--- config.mk ---
export PLATFORM = sky130hd
export DESIGN_NAME = phase_recovery_rx_flat
export DESIGN_NICKNAME = d
export VERILOG_FILES = /design/src/rtl/phase_recovery_rx_if.sv /design/src/rtl/phase_recovery_rx.sv /design/src/flat_wrapper.sv
export SDC_FILE = /design/constraint.sdc
export NUM_CORES = 1
export LEC_CHECK = 0
export CAP_MARGIN = 10
export CORE_MARGIN = 5
export CORE_UTILIZATION = 50
export CTS_CLUSTER_DIAMETER = 60
export DETAILED_ROUTE_END_ITERATION = 16
export GPL_TIMING_DRIVEN = 0
export PLACE_DENSITY = 0.76
export RECOVER_POWER = 25
export SYNTH_ARGS = -nofsm -noshare
export SYNTH_HDL_FRONTEND = slang
export SYNTH_SLANG_ARGS = --single-unit
--- constraint.sdc ---
create_clock -name clock -period 2.4 [get_ports clock]
set_clock_uncertainty 0.1 [all_clocks]
set_input_delay 0.72 -clock clock [delete_from_list [all_inputs] [get_ports clock]]
set_output_delay 0.72 -clock clock [all_outputs]
set_load 0.01 [all_outputs]
--- src/rtl/phase_recovery_rx_if.sv ---
// phase_recovery_rx_if: received symbol stream in, lock/phase/error status out.
interface phase_recovery_rx_if;
   logic       in_valid;
   logic [7:0] in_data;
   logic       locked;
   logic [7:0] phase;
   logic       phase_valid;
   logic       lock_lost;
   logic [7:0] err_count;
   modport master (
      output in_valid, in_data,
      input  locked, phase, phase_valid, lock_lost, err_count
   );
   modport slave (
      input  in_valid, in_data,
      output locked, phase, phase_valid, lock_lost, err_count
   );
endinterface

--- src/rtl/phase_recovery_rx.sv ---
// phase_recovery_rx: finds the LOW,LOW,LOW,MID signature of the phase-coded source,
// rebuilds its 8-bit counter and tracks it, reporting lock, phase and mismatches.
module phase_recovery_rx #(
   parameter logic [7:0] VAL_LOW     = 8'd10,
   parameter logic [7:0] VAL_MID     = 8'd20,
   parameter logic [7:0] VAL_HIGH    = 8'd30,
   parameter int         CONFIRM_N   = 4,
   parameter int         LOSS_THRESH = 4
) (
   input logic             clock,
   input logic             reset_n,
   phase_recovery_rx_if.slave bus
);
   typedef enum logic [1:0] {HUNT, CONFIRM, LOCKED} state_t;
   state_t     state_q, state_d;
   logic [2:0] run_q, run_d;
   logic [7:0] pred_q, pred_d;
   logic [3:0] conf_q, conf_d;
   logic [3:0] miss_q, miss_d;
   logic [7:0] phase_q, phase_d;
   logic [7:0] err_q, err_d;
   logic       phase_valid_q, phase_valid_d;
   logic       lock_lost_q, lock_lost_d;
   logic [7:0] exp_sym;
   logic       hit;
   assign exp_sym = pred_q <= 8'd2 ? VAL_LOW : pred_q == 8'd3 ? VAL_MID : VAL_HIGH;
   assign hit     = bus.in_data == exp_sym;
   always_ff @(posedge clock or negedge reset_n) begin
      if (!reset_n) begin
         state_q       <= HUNT;
         run_q         <= '0;
         pred_q        <= '0;
         conf_q        <= '0;
         miss_q        <= '0;
         phase_q       <= '0;
         err_q         <= '0;
         phase_valid_q <= 1'b0;
         lock_lost_q   <= 1'b0;
      end else begin
         state_q       <= state_d;
         run_q         <= run_d;
         pred_q        <= pred_d;
         conf_q        <= conf_d;
         miss_q        <= miss_d;
         phase_q       <= phase_d;
         err_q         <= err_d;
         phase_valid_q <= phase_valid_d;
         lock_lost_q   <= lock_lost_d;
      end
   end
   always_comb begin
      state_d       = state_q;
      run_d         = run_q;
      pred_d        = pred_q;
      conf_d        = conf_q;
      miss_d        = miss_q;
      phase_d       = phase_q;
      err_d         = err_q;
      phase_valid_d = 1'b0;
      lock_lost_d   = 1'b0;
      if (bus.in_valid) begin
         case (state_q)
            HUNT: begin
               // only a run of exactly three lows before MID is a genuine sync
               if (bus.in_data == VAL_LOW)
                  run_d = run_q == 3'd4 ? 3'd4 : run_q + 3'd1;
               else if (bus.in_data == VAL_MID && run_q == 3'd3) begin
                  state_d = CONFIRM;
                  pred_d  = 8'd4;
                  conf_d  = '0;
               end else
                  run_d = '0;
            end
            CONFIRM: begin
               if (hit) begin
                  pred_d = pred_q + 8'd1;
                  conf_d = conf_q + 4'd1;
                  if (conf_q + 4'd1 == 4'(CONFIRM_N)) begin
                     state_d       = LOCKED;
                     phase_d       = pred_q;
                     phase_valid_d = 1'b1;
                     miss_d        = '0;
                  end
               end else begin
                  state_d = HUNT;
                  run_d   = {2'b00, bus.in_data == VAL_LOW};
               end
            end
            LOCKED: begin
               // flywheel: phase follows the prediction even on mismatches
               phase_d       = pred_q;
               pred_d        = pred_q + 8'd1;
               phase_valid_d = 1'b1;
               if (hit)
                  miss_d = '0;
               else begin
                  miss_d = miss_q + 4'd1;
                  err_d  = err_q == 8'hff ? err_q : err_q + 8'd1;
                  if (miss_q + 4'd1 == 4'(LOSS_THRESH)) begin
                     state_d     = HUNT;
                     lock_lost_d = 1'b1;
                     run_d       = '0;
                  end
               end
            end
            default: state_d = HUNT;
         endcase
      end
   end
   assign bus.locked      = state_q == LOCKED;
   assign bus.phase       = phase_q;
   assign bus.phase_valid = phase_valid_q;
   assign bus.lock_lost   = lock_lost_q;
   assign bus.err_count   = err_q;
endmodule
--- src/flat_wrapper.sv ---
// flat-port wrapper written by rule: the top's interface ports become plain ports
module phase_recovery_rx_flat 
#(
   parameter logic [7:0] VAL_LOW     = 8'd10,
   parameter logic [7:0] VAL_MID     = 8'd20,
   parameter logic [7:0] VAL_HIGH    = 8'd30,
   parameter int         CONFIRM_N   = 4,
   parameter int         LOSS_THRESH = 4
)
  (clock, reset_n, bus_in_valid, bus_in_data, bus_locked, bus_phase, bus_phase_valid, bus_lock_lost, bus_err_count);
  phase_recovery_rx_if bus_i ();
  input logic clock;
  input logic reset_n;
  input wire logic [$bits(bus_i.in_valid)-1:0] bus_in_valid;
  input wire logic [$bits(bus_i.in_data)-1:0] bus_in_data;
  output wire logic [$bits(bus_i.locked)-1:0] bus_locked;
  output wire logic [$bits(bus_i.phase)-1:0] bus_phase;
  output wire logic [$bits(bus_i.phase_valid)-1:0] bus_phase_valid;
  output wire logic [$bits(bus_i.lock_lost)-1:0] bus_lock_lost;
  output wire logic [$bits(bus_i.err_count)-1:0] bus_err_count;
  assign bus_i.in_valid = bus_in_valid;
  assign bus_i.in_data = bus_in_data;
  assign bus_locked = bus_i.locked;
  assign bus_phase = bus_i.phase;
  assign bus_phase_valid = bus_i.phase_valid;
  assign bus_lock_lost = bus_i.lock_lost;
  assign bus_err_count = bus_i.err_count;
  phase_recovery_rx #(.VAL_LOW(VAL_LOW), .VAL_MID(VAL_MID), .VAL_HIGH(VAL_HIGH), .CONFIRM_N(CONFIRM_N), .LOSS_THRESH(LOSS_THRESH)) u_core (.clock(clock), .reset_n(reset_n), .bus(bus_i));
endmodule
==> metrics.txt <==
Slew Limit Fails=0; core area=~4400 um^2; category of the critical setup timing path=reg -> reg; Clock Tree Buf Depth=2; initial antenna violation count=0; Detail Placement HPWL=~3400 um; total power draw=~1.9 mW; post-route worst setup slack=-104 ps; Synthesis Warnings=0; total power divided by cell area=between 600 and 700 nW/um^2; maximum number of pins on one net before global-route repair=40; data arrival at the endpoint of the critical path=around 2600 ps; delay of the slowest cell on the worst path=between 400 and 500 ps; Final #Nets=around 310; cell area after synthesis=2280 um^2; vias post-DR=about 2000; time the worst path needs with I/O delays and setup=2500 ps; die outline width=just under 80 um; commonest non-fill, non-tap cell in the layout=sky130_fd_sc_hd__dfrtp_1; die boundary height=a little under 80 um; total setup violations reported at the end of the flow=10; slowest library cell on the worst path=sky130_fd_sc_hd__or4_4; number of standard cells after synthesis=230; max-cap viol count=0; post-route design area=about 3100 um^2; GRT Total Usage=0.187; Final TNS setup=-850 ps; CTS Root Cell=sky130_fd_sc_hd__clkbuf_8; highest fanout seen on the critical path=4; final routed wirelength across all metal layers=5700 um; overall die area=around 6000 um^2; RSZ-0062 raised after global routing=true; router iterations before antenna repair=5; final hold violations=0; status=complete, but fails checks; number of buffers inserted by port buffering=28; clock edge transition at the registers on the reported setup and hold paths=approximately 80 ps; CTS H-tree depth=2; net count of the mapped netlist=~260; CTS tree=yes; clock latency reported for the late side of the worst-skew pair=roughly 300 ps; transition time of the tightest slew-check pin=980 ps; count of flip-flops with a built-in enable after synthesis=0; Top Ports=30; violations in the final reports=negative setup slack; total grt overflow=0; post-synthesis async set-or-reset flop share=1.00; P&R area growth vs syn=35.7%; DRC viols=0; Post-CTS Hold Buffers=0; antenna violation net count after detailed routing=0; Placed Instance Area=between 2000 and 3000 um^2; share of post-route cells with drive strength above 1=0.268; final weighted congestion of routability-driven global placement=0.756; synthesized flop and latch total=39; number of DRC markers in iteration 0=about 170; most frequent cells in the layout=sky130_fd_sc_hd__dfrtp_1 (37), sky130_fd_sc_hd__nand2_1 (21), sky130_fd_sc_hd__clkdlybuf4s50_1 (18), sky130_fd_sc_hd__buf_4 (15); post-route core utilization=0.706; number of distinct standard cells referenced by the synthesized netlist=53; clk sinks=39; Worst Hold Class=reg -> reg; effective utilization at floorplan=0.520; routed wire length per instance=17.0 um; row cnt=24; total inserted antenna cells=0; Final period util=1.04; maximum achievable frequency=~400 MHz; ordered list of cells on the worst path=inv_1 -> ha_2 -> nor4b_4 -> a31oi_1 -> o221a_4 -> buf_6 -> or2_4 -> or4_4 -> xnor2_2; part of the Yosys area used for sequential elements=0.428; static power due to leakage=about 1.4 nW; number of global-route vias before repair=just under 2000; worst vdd ir=0.000424 V; CP endpoint kind=flip-flop; first-pass GRT wire length=~9000 um; hold_ws=394 ps; startpoint type of the worst setup path=flip-flop; Worst slew margin=0.347; Post-Synthesis Mean Instance Area=approximately 9.9 um^2; data required time of the worst path=between 2000 and 2500 ps; number of clock buffers inserted by TritonCTS=5; average vias per placed instance=just under 6; most used flip-flop cell after synthesis=sky130_fd_sc_hd__dfrtp_1
==> through the flow <==
stage               cells  setup WS [ps]
global placement      310           -693
finish                336           -104
detailed placement    310           -736
floorplan             230           12.5
CTS                   333           -101
global route          336           -227
==> registers in the layout, summed over array words and instances (netlist names) <==
name                    count
u_core.bus.err_count        8
u_core.bus.phase            8
u_core.pred_q               8
u_core.conf_q               4
u_core.miss_q               4
u_core.run_q                3
u_core.state_q              2
u_core.bus.lock_lost        1
u_core.bus.phase_valid      1
==> synth_stat cells, drive strengths merged, types with 7 or more instances <==
cell,instances,share of area
a21oi,7,0.015
dfrtp,39,0.43
o21ai,15,0.039
ha,14,0.077
nand2,22,0.036
nand3,9,0.020
nor2,16,0.026
inv,15,0.025
mux2,11,0.054
==> routing by layer <==
layer | wire (um) | vias to the layer above | global-route usage | part of all wire
li1 | - | 939 | - | -
met1 | 2470 | 971 | 0.237 | 0.43
met2 | 2890 | 70 | 0.320 | 0.51
met3 | 280 | 8 | 0.0405 | 0.049
met4 | 67 | 0 | 0.0515 | 0.012
met5 | 0 | - | 0 | 0
==> worst max-delay path: cells and delay by family (launching register included) <==
kind	cells	cell delay (ps)
buffers and inverters	2	180
AND/OR/NAND/NOR	3	950
flip-flops	1	390
XOR/XNOR	1	140
adder cells (fa/ha/maj)	1	200
AO/OA/AOI/OAI	2	450
==> worst paths after layout <==
path | slack (ps) | start | cells after the start | to
max | -100 | u_core.pred_q[0]$_DFFE_PN0P_ | 9 | u_core.bus.err_count[5]$_DFFE_PN0P_
min | 390 | u_core.bus.err_count[6]$_DFFE_PN0P_ | 1 | u_core.bus.err_count[6]$_DFFE_PN0P_
max reg2reg | -100 | u_core.pred_q[0]$_DFFE_PN0P_ | 9 | u_core.bus.err_count[5]$_DFFE_PN0P_
min reg2reg | 390 | u_core.bus.err_count[6]$_DFFE_PN0P_ | 1 | u_core.bus.err_count[6]$_DFFE_PN0P_
max in group asynchronous | 1060 | reset_n | 1 | u_core.pred_q[4]$_DFFE_PN0P_
min in group asynchronous | 470 | reset_n | 1 | u_core.state_q[1]$_DFFE_PN0P_
==> kinds of logic (layout without fill, tap and decap cells) <==
logic type	count (synthesis)	count (layout)	share of synthesized area
AND/OR/NAND/NOR	82	82	0.195
AO/OA/AOI/OAI	52	52	0.160
flip-flops	39	39	0.428
buffers and inverters	21	75	0.0384
multiplexers	15	15	0.0719
adder cells (fa/ha/maj)	14	14	0.0768
XOR/XNOR	7	7	0.0302
==> layout make-up <==
cell class | count | area [um^2]
clock inverter | 3 | 20.0
clock buffer | 5 | 68.8
multi-input combinational | 170 | 1450
timing repair buffer | 47 | 425
buffer | 5 | 33.8
inverter | 15 | 56.3
fill | 305 | 1290
tap | 52 | 65.1
sequential | 39 | 978
==> power breakdown <==
group | leakage (nW) | switching, mW | internal, mW
registers | 0.515 | 0.0911 | 0.711
logic | 0.848 | 0.372 | 0.256
clock network | 0.0402 | 0.260 | 0.203
==> repair_timing <==
action,CTS,global route
setup endpoints to repair,33,33
resized for setup,30,36
setup buffers,13,6
gates cloned,2,0
pin swaps,10,13
(Power assumes the default switching activity.)
